## src/rtl/lsu_pkg.sv

```systemverilog
// Shared encodings for the load/store unit: funct3 codes, data-memory write-enable
// codes, FSM states and small access-decode helpers.
package lsu_pkg;

    localparam logic [2:0] F3_B  = 3'b000;
    localparam logic [2:0] F3_H  = 3'b001;
    localparam logic [2:0] F3_W  = 3'b010;
    localparam logic [2:0] F3_BU = 3'b100;
    localparam logic [2:0] F3_HU = 3'b101;

    localparam logic [3:0] WE_WORD = 4'b1000;
    localparam logic [3:0] WE_HALF = 4'b0010;
    localparam logic [3:0] WE_BYTE = 4'b0001;
    localparam logic [3:0] WE_NONE = 4'b0000;

    localparam logic [1:0] S_IDLE    = 2'd0;
    localparam logic [1:0] S_LD_HI   = 2'd1;
    localparam logic [1:0] S_ST_BYTE = 2'd2;

    typedef enum logic [1:0] {
        IDLE    = S_IDLE,
        LD_HI   = S_LD_HI,
        ST_BYTE = S_ST_BYTE
    } lsu_state_t;

    // Access size in bytes; only meaningful for legal funct3 values.
    function automatic logic [2:0] access_size(input logic [2:0] f3);
        case (f3)
            F3_B, F3_BU: return 3'd1;
            F3_H, F3_HU: return 3'd2;
            default:     return 3'd4;
        endcase
    endfunction

    function automatic logic f3_legal(input logic store, input logic [2:0] f3);
        if (store) return (f3 == F3_B) || (f3 == F3_H) || (f3 == F3_W);
        return (f3 == F3_B) || (f3 == F3_H) || (f3 == F3_W) || (f3 == F3_BU) || (f3 == F3_HU);
    endfunction

    function automatic logic [3:0] we_for_size(input logic [2:0] size);
        case (size)
            3'd1:    return WE_BYTE;
            3'd2:    return WE_HALF;
            default: return WE_WORD;
        endcase
    endfunction

endpackage

```

## src/rtl/lsu_load_align.sv

```systemverilog
// Extracts a byte/half/word from a 64-bit little-endian window at a byte offset
// and sign- or zero-extends it according to the load funct3.
module load_align
    import lsu_pkg::*;
(
    input  logic [63:0] window,
    input  logic [1:0]  offset,
    input  logic [2:0]  funct3,
    output logic [31:0] result
);
    logic [63:0] shifted;

    always_comb begin
        shifted = window >> {offset, 3'b000};
        case (funct3)
            F3_B:    result = {{24{shifted[7]}}, shifted[7:0]};
            F3_H:    result = {{16{shifted[15]}}, shifted[15:0]};
            F3_W:    result = shifted[31:0];
            F3_BU:   result = {24'b0, shifted[7:0]};
            F3_HU:   result = {16'b0, shifted[15:0]};
            default: result = 32'b0;
        endcase
    end

endmodule

```

## src/rtl/lsu.sv

```systemverilog
// MEM-stage load/store unit: drives data-memory address/enables, extends load data,
// and sequences misaligned accesses while stalling the pipeline.
module lsu
    import lsu_pkg::*;
(
    input  logic        clk,
    input  logic        reset,
    input  logic        req_valid,
    input  logic        req_store,
    input  logic [2:0]  req_funct3,
    input  logic [31:0] req_addr,
    input  logic [31:0] req_wdata,
    output logic        stall,
    output logic        resp_valid,
    output logic [31:0] resp_rdata,
    output logic        fault,
    output logic [3:0]  dmem_we,
    output logic [31:0] dmem_a,
    output logic [31:0] dmem_wd,
    input  logic [31:0] dmem_rd,
    output lsu_state_t  dbg_state
);
    // Handshake: req_* is sampled only in IDLE; while stall is high the pipeline holds
    // the same request, which is ignored until the cycle where stall drops.
    lsu_state_t  state, next_state;
    logic [1:0]  cnt, last_cnt;
    logic [31:0] lo_buf, lat_addr, lat_wdata;
    logic [2:0]  lat_f3;

    logic        go, legal, misal_st, crossing;
    logic [2:0]  req_size, end_off;
    logic [63:0] window;
    logic [1:0]  offset;
    logic [2:0]  align_f3;
    logic [31:0] aligned;
    logic [7:0]  st_byte;

    assign go       = req_valid && !reset;
    assign legal    = f3_legal(req_store, req_funct3);
    assign req_size = access_size(req_funct3);
    assign end_off  = {1'b0, req_addr[1:0]} + req_size;
    assign crossing = end_off > 3'd4;
    assign misal_st = ((req_size == 3'd2) && req_addr[0]) ||
                      ((req_size == 3'd4) && (req_addr[1:0] != 2'b00));
    assign dbg_state = state;

    always_comb begin
        case (cnt)
            2'd0:    st_byte = lat_wdata[7:0];
            2'd1:    st_byte = lat_wdata[15:8];
            2'd2:    st_byte = lat_wdata[23:16];
            default: st_byte = lat_wdata[31:24];
        endcase
    end

    load_align u_align (
        .window (window),
        .offset (offset),
        .funct3 (align_f3),
        .result (aligned)
    );

    always_comb begin
        stall      = 1'b0;
        resp_valid = 1'b0;
        fault      = 1'b0;
        dmem_we    = WE_NONE;
        dmem_a     = req_addr;
        dmem_wd    = req_wdata;
        window     = {32'b0, dmem_rd};
        offset     = req_addr[1:0];
        align_f3   = req_funct3;
        next_state = state;
        case (state)
            IDLE: begin
                if (go) begin
                    if (!legal) begin
                        fault = 1'b1;
                    end else if (req_store) begin
                        if (misal_st) begin
                            dmem_we    = WE_BYTE;
                            dmem_wd    = {24'b0, req_wdata[7:0]};
                            stall      = 1'b1;
                            next_state = ST_BYTE;
                        end else begin
                            dmem_we = we_for_size(req_size);
                        end
                    end else if (crossing) begin
                        dmem_a     = {req_addr[31:2], 2'b00};
                        stall      = 1'b1;
                        next_state = LD_HI;
                    end else begin
                        resp_valid = 1'b1;
                    end
                end
            end
            LD_HI: begin
                dmem_a     = {lat_addr[31:2], 2'b00} + 32'd4;
                window     = {dmem_rd, lo_buf};
                offset     = lat_addr[1:0];
                align_f3   = lat_f3;
                resp_valid = 1'b1;
                next_state = IDLE;
            end
            ST_BYTE: begin
                dmem_we    = WE_BYTE;
                dmem_a     = lat_addr + {30'b0, cnt};
                dmem_wd    = {24'b0, st_byte};
                stall      = (cnt != last_cnt);
                next_state = (cnt == last_cnt) ? IDLE : ST_BYTE;
            end
            default: next_state = IDLE;
        endcase
        resp_rdata = resp_valid ? aligned : 32'b0;
    end

    always_ff @(posedge clk or posedge reset) begin
        if (reset) begin
            state     <= IDLE;
            cnt       <= 2'd0;
            last_cnt  <= 2'd0;
            lo_buf    <= 32'b0;
            lat_addr  <= 32'b0;
            lat_wdata <= 32'b0;
            lat_f3    <= 3'b0;
        end else begin
            state <= next_state;
            if (state == IDLE && next_state != IDLE) begin
                lat_addr  <= req_addr;
                lat_wdata <= req_wdata;
                lat_f3    <= req_funct3;
                last_cnt  <= 2'(req_size - 3'd1);
            end
            if (next_state == LD_HI) lo_buf <= dmem_rd;
            // cnt indexes the byte being written in ST_BYTE; byte 0 goes out from IDLE.
            if (state == IDLE && next_state == ST_BYTE) cnt <= 2'd1;
            else if (state == ST_BYTE) cnt <= (cnt == last_cnt) ? 2'd0 : cnt + 2'd1;
        end
    end

endmodule

```

## config.mk

```make
export PLATFORM = sky130hd
export DESIGN_NAME = lsu
export DESIGN_NICKNAME = d
export VERILOG_FILES = /design/src/rtl/lsu_pkg.sv /design/src/rtl/lsu_load_align.sv /design/src/rtl/lsu.sv
export SDC_FILE = /design/constraint.sdc
export NUM_CORES = 1
export LEC_CHECK = 0
export BUFFER_PORTS_ARGS = -buffer_cell sky130_fd_sc_hd__buf_4
export CAP_MARGIN = 20
export CELL_PAD_IN_SITES_DETAIL_PLACEMENT = 1
export CELL_PAD_IN_SITES_GLOBAL_PLACEMENT = 2
export CORE_MARGIN = 4
export CORE_UTILIZATION = 30
export CTS_BUF_LIST = sky130_fd_sc_hd__clkbuf_8
export DETAILED_ROUTE_END_ITERATION = 6
export GPL_ROUTABILITY_DRIVEN = 0
export PLACE_DENSITY_LB_ADDON = 0.1
export RECOVER_POWER = 50
export SLEW_MARGIN = 20
export SYNTH_ARGS = -nofsm -noshare
export SYNTH_HDL_FRONTEND = slang
export SYNTH_SLANG_ARGS = --single-unit
```

## constraint.sdc

```tcl
create_clock -name clk -period 5.9 [get_ports clk]
set_clock_uncertainty 0.05 [all_clocks]
set_input_delay 1.18 -clock clk [delete_from_list [all_inputs] [get_ports clk]]
set_output_delay 1.18 -clock clk [all_outputs]
set_load 0.05 [all_outputs]
```

* Word level (Yosys, flattened, before mapping)
Index checks and enable logic that the tools add are counted.
** Operators by class
- Add/subtract/negate cells :: 5
- Order comparisons :: 1
- Equality and inequality tests :: 19
- Shift-type cells :: 1
- Mux-type cells :: 50
- Reduce and logical (&&, ||, !) cells :: 20
** Operator list (count)
- $mux W32 :: 5
- $pmux W32 S5 :: 1
- $pmux W32 S3 :: 1
- $mux W64 :: 1
- $pmux W32 S2 :: 1
- $shr A64 B5 Y32 :: 1
- $add A32 B2 Y32 :: 1
- $add A32 B3 Y32 const B :: 1
- $mux W2 :: 14
- $pmux W8 S3 :: 1
- $mux W4 :: 4
- $pmux W4 S2 :: 2
- $eq A3 B3 Y1 const B :: 5
- $mux W1 :: 15
- $eq A3 B1 Y1 const B :: 3
- $eq A3 B2 Y1 const B :: 3
- $eq A2 B1 Y1 const B :: 3
- $eq A2 B2 Y1 const B :: 3
- $logic_not A3 Y1 :: 2
- $pmux W3 S2 :: 1
- $reduce_bool A2 Y1 :: 3
- $logic_and A1 B1 Y1 :: 5
- $logic_or A1 B1 Y1 :: 5
- $logic_not A2 Y1 :: 2
- other kinds (11) :: 13
** Storage, ports and cells
- Register bits after elaboration :: 105
- Input bits :: 103
- Output and inout bits :: 105
- Word-level logic and storage cells :: 103

* Depth between registers and ports, before layout
- Depth in word-level cells :: 14
- Gate-level depth with buffers :: 11

* By module
Synthesis repeated with hierarchy kept, for this count alone.
** Second synthesis, totals
- Cell total of the unflattened synthesis :: 919
- Area total of the unflattened synthesis :: 8305.5 µm²
** By module, submodules not included
- lsu :: times used 1, cells an instance 804, area each 7085.5 µm²
- load_align :: times used 1, cells an instance 115, area each 1219.9 µm²

* Worst setup path after synthesis
OpenSTA, ideal clock, no wires.
- Path kind :: in2out
- Start point :: input reset
- End point :: output dmem_a[0]
- Arrival :: 4268 ps
- Slack :: 402 ps
- Stages :: 4
- Buffers on the path :: 0
- Path through :: inv_1 > and4b_1 > o21ai_0 > a22o_1
** On the way
- Word-level cells in the longest chain between the ends :: 4
** Ends and longest elaborated chain
- from (decl) :: RTL line lsu.sv:7 : input logic reset,
- $logic_not A1 Y1 (no source line)
- $logic_and A1 B1 Y1 :: RTL line lsu.sv:38 : assign go = req_valid && !reset;
- $mux W2 :: RTL line lsu.sv:76 : if (go) begin
- $pmux W32 S3 :: RTL line lsu.sv:74 : case (state)
- to (decl) :: RTL line lsu.sv:18 : output logic [31:0] dmem_a,
Every way passes these cells.

* Final worst setup path
- Start point :: input req_funct3[1]
- End point :: register lat_addr[2]
** On the way
- Word-level cells in the longest chain between the ends :: 13
- Elaborated cells on any way between the ends :: 29
- Those cells by class :: add/sub (1); order compare (1); eq/ne (6); mux (9); reduce/logical (12)
** Ends and longest elaborated chain
- from (decl) :: RTL line lsu.sv:10 : input logic [2:0] req_funct3,
- branches (longest 8 deep; another with $add A2 B3 Y3)
- $mux W2 (*) :: RTL line lsu.sv:77 : if (!legal) begin
- $mux W2 (*) :: RTL line lsu.sv:76
- $pmux W2 S2 (*) :: RTL line lsu.sv:74
- $reduce_bool A2 Y1 (*) :: RTL line lsu.sv:128 : if (state == IDLE && next_state != IDLE) begin
- $logic_and A1 B1 Y1 (*) :: RTL line lsu.sv:128
- to (signal assigned) :: RTL line lsu.sv:129 : lat_addr <= req_addr;
- to (decl) :: RTL line lsu.sv:27 : logic [31:0] lo_buf, lat_addr, lat_wdata;
Mark *: on every way between the ends. The select of a mux whose other input is x is not followed.
A chain may end at the register's enable or synchronous reset.

==> out/results.tsv <==
stage	metric	value	unit
sta	final_max_slew_viol_count	154	
power_and_ir_drop	p_leak	4.16	nW
synth	synth_area_leaders	dfrtp_1 (33%), mux2_1 (7.6%), mux2i_1 (7.1%)	
routing	drt_wl_total	28100	um
synth	avgSynthCellArea	9.24	sq um
synth	synth_top_area_share	32.9	%
die	die_w	171	um
sta	final_hold_viol_count	0	
layout	antenna_cells	0	
cts	cts_tree	yes	
synth	async_flop_share	100	%
cts	cts_buffer_depth	2	
die	die-height	171	um
sta	fin_setup_tns	0	ns
critical_path	endpoint_kind	flop	
die	design.core.area	0.0261	sq mm
critical_path	path_class	in2reg	
sta	setup_slack	0.859	ns
cts	insertion_delay	0.40	ns
synth	yosysSeqAreaShare	32.9	%
global_route	grt_overflow	0	
placement	dp_slack	0.888	ns
routing	dr_total_vias	7283	
critical_path	critPathLaunchType	input pin	
global_route	first_global_vias	7664	
die	core.rowCount	59	
routing	drt-initial-drc-count	347	
sta	grt_setup_unrepaired	false	
routing	vias_per_cell	5.31	
synth	yosys.area.top_type	dfrtp_1	
synth	synthTopCellsByCount	dfrtp_1 (105), a21oi_1 (66), nor2_1 (63)	
sta	tightest_slew	3.00	ns
sta	fin_crit_sh	85.4	%
synth	synth_ff_type	dfrtp_1	
cts	cts_sinks	105	
cts	post_cts_buffers	0	
global_route	grt_usage	19.0	%
global_route	antenna_found_initial	1	
synth	synth_warnings	0	
critical_path	worstPathRequired	6.13	ns
layout	num-fill-cells	3109	
die	start_util	30.5	%
routing	drc	0	
sta	fmax	198	MHz
synth	ys_ff_latch	105	
placement	port_buffers	206	
outcome	violations	capacitance limit, slew limit	
cts	root_buffer	clkbuf_8	
routing	ant_nets	0	
run	cap_violations	3	
layout	drive_above_1_share	29.6	%
layout	nets	1147	
sta	setup_violations	0	
cts	cts_resized	0	
synth	synth_cell_types	70	
synth	syn_area	0.00798	sq mm
cts	clk_pin_slew_worst_paths	0.11	ns
min_path	worstHoldPathType	reg2reg	
die	pin_count	208	
cts	cts_hold_buf	0	
sta	finalCriticalPeriod	5.04	ns
layout	synthToLayoutAreaGrowth	23.7	%
outcome	status	finished, violations left	
synth	syn_nets	979	
synth	syn_inst	864	
critical_path	arrival	5.27	ns
power_and_ir_drop	vdd_drop_max	0.224	mV
synth	synth.most_common_cell	dfrtp_1	
routing	wl_per_cell	20.5	um
global_route	grt_pass1_wl	44300	um
cts	cts_made_buffers	9	
cts	cts.htree.levels	3	
critical_path	reg2reg_setup_slack	1.48	ns
die	dieArea	0.0293	sq mm
critical_path	critPathMaxFanout	67	
power_and_ir_drop	p_per_area	414	mW/mm^2
placement	dpl.hpwl	20200	um
global_route	grt_max_degree	68	
synth	synth-edff-count	0	
routing	dr.pass1.iters	5	
sta	slew_headroom	-99.8	%
[placed cells by master, fill, tap and decap left out, types with 10 or more instances in the layout]
cell      Yosys  final
a211oi_1     31     31
mux2_1       54     54
nor2_1       63     63
inv_1        15     14
o21ai_0      46     45
clkbuf_1     21     11
a21oi_1      66     66
nand4_1      11     11
buf_4         7    214
a31oi_1      11     11
mux2i_1      57     57
nand3_1      14     14
o22ai_1      14     14
nand2_1      61     61
mux2_2       48     48
nand2b_1     12     11
and2_1       25     25
nor3_1       14     14
dfrtp_1     105    104
ha_1         10     10
nor2b_1      32     31
[state kept, by name, indices dropped and copies added, names as in the netlist]
name       flops
lo_buf        32
lat_addr      32
lat_wdata     32
dbg_state      2
cnt            2
lat_f3         3
last_cnt       2
[cell families after synthesis]
| group | after synthesis | share of synthesized area [%] |
|---|---|---|
| xor+xnor | 7 | 0.768 |
| simple gates | 265 | 17.1 |
| compound gates | 226 | 18.6 |
| flops | 105 | 32.9 |
| fa+ha+maj | 12 | 2.07 |
| buf+inv | 84 | 5.64 |
| other cells | 1 | 0.0470 |
| mux | 164 | 22.9 |
[through the flow]
step                      util [%]  area, sq um  hold WS [ns]  std cells  power (mW)
after detailed placement      37.3         9740         0.426       1356        3.65
after CTS                     38.1         9960         0.458       1372        4.17
after global placement        37.3         9740         0.416       1356        3.63
after floorplan                  -         7980         0.406        864        2.92
final                         37.8         9870         0.451       1372        4.09
after global routing          37.8         9870         0.472       1372        4.41
[critical path, stage by stage]
cell and delay [ns]:
clkbuf_1 0.16, nor2_1 0.25, ha_1 0.19, inv_1 0.05, fa_1 0.37, xnor2_1 0.14
o21ai_0 0.22, o2bb2ai_1 0.78, clkbuf_2 1.41, mux2_2 0.45
[metal layers]
| layer | GRT usage, % | wire length (um) | up-vias |
|---|---|---|---|
| met5 | 0 | 12 | - |
| met4 | 4.03 | 295 | 2 |
| met3 | 3.33 | 1280 | 19 |
| met2 | 31.0 | 13200 | 151 |
| met1 | 26.4 | 13300 | 3605 |
| li1 | - | - | 3506 |
[layout make-up]
| class | count | area [sq um] | area share, % |
|---|---|---|---|
| clock inverters | 7 | 96.3 | 0.976 |
| repair buffers | 226 | 1650 | 16.7 |
| clock buffers | 9 | 124 | 1.25 |
| multi-input cells | 675 | 4890 | 49.6 |
| well taps | 335 | 419 | 4.24 |
| inverters | 15 | 58.8 | 0.596 |
| flip-flops and latches | 105 | 2630 | 26.6 |
[power by group]
group | switching (mW) | internal [mW] | total (mW)
clock | 0.322 | 0.178 | 0.500
sequential | 0.325 | 1.06 | 1.38
combinational | 1.34 | 0.869 | 2.21
total | 1.99 | 2.11 | 4.09
[path summary, 6_finish.rpt]
kind / from / to / cells past startpoint
min in group asynchronous: reset / lat_f3[1] / 2
worst max register to register: dbg_state[0] / lat_addr[2] / 5
worst min-delay path: lo_buf[0] / lo_buf[0] / 1
worst max-delay path: req_funct3[1] / lat_addr[2] / 10
worst min register to register: lo_buf[0] / lo_buf[0] / 1
max in group asynchronous: reset / lat_addr[0] / 3
Note: power is estimated with default switching activity, not from simulation.
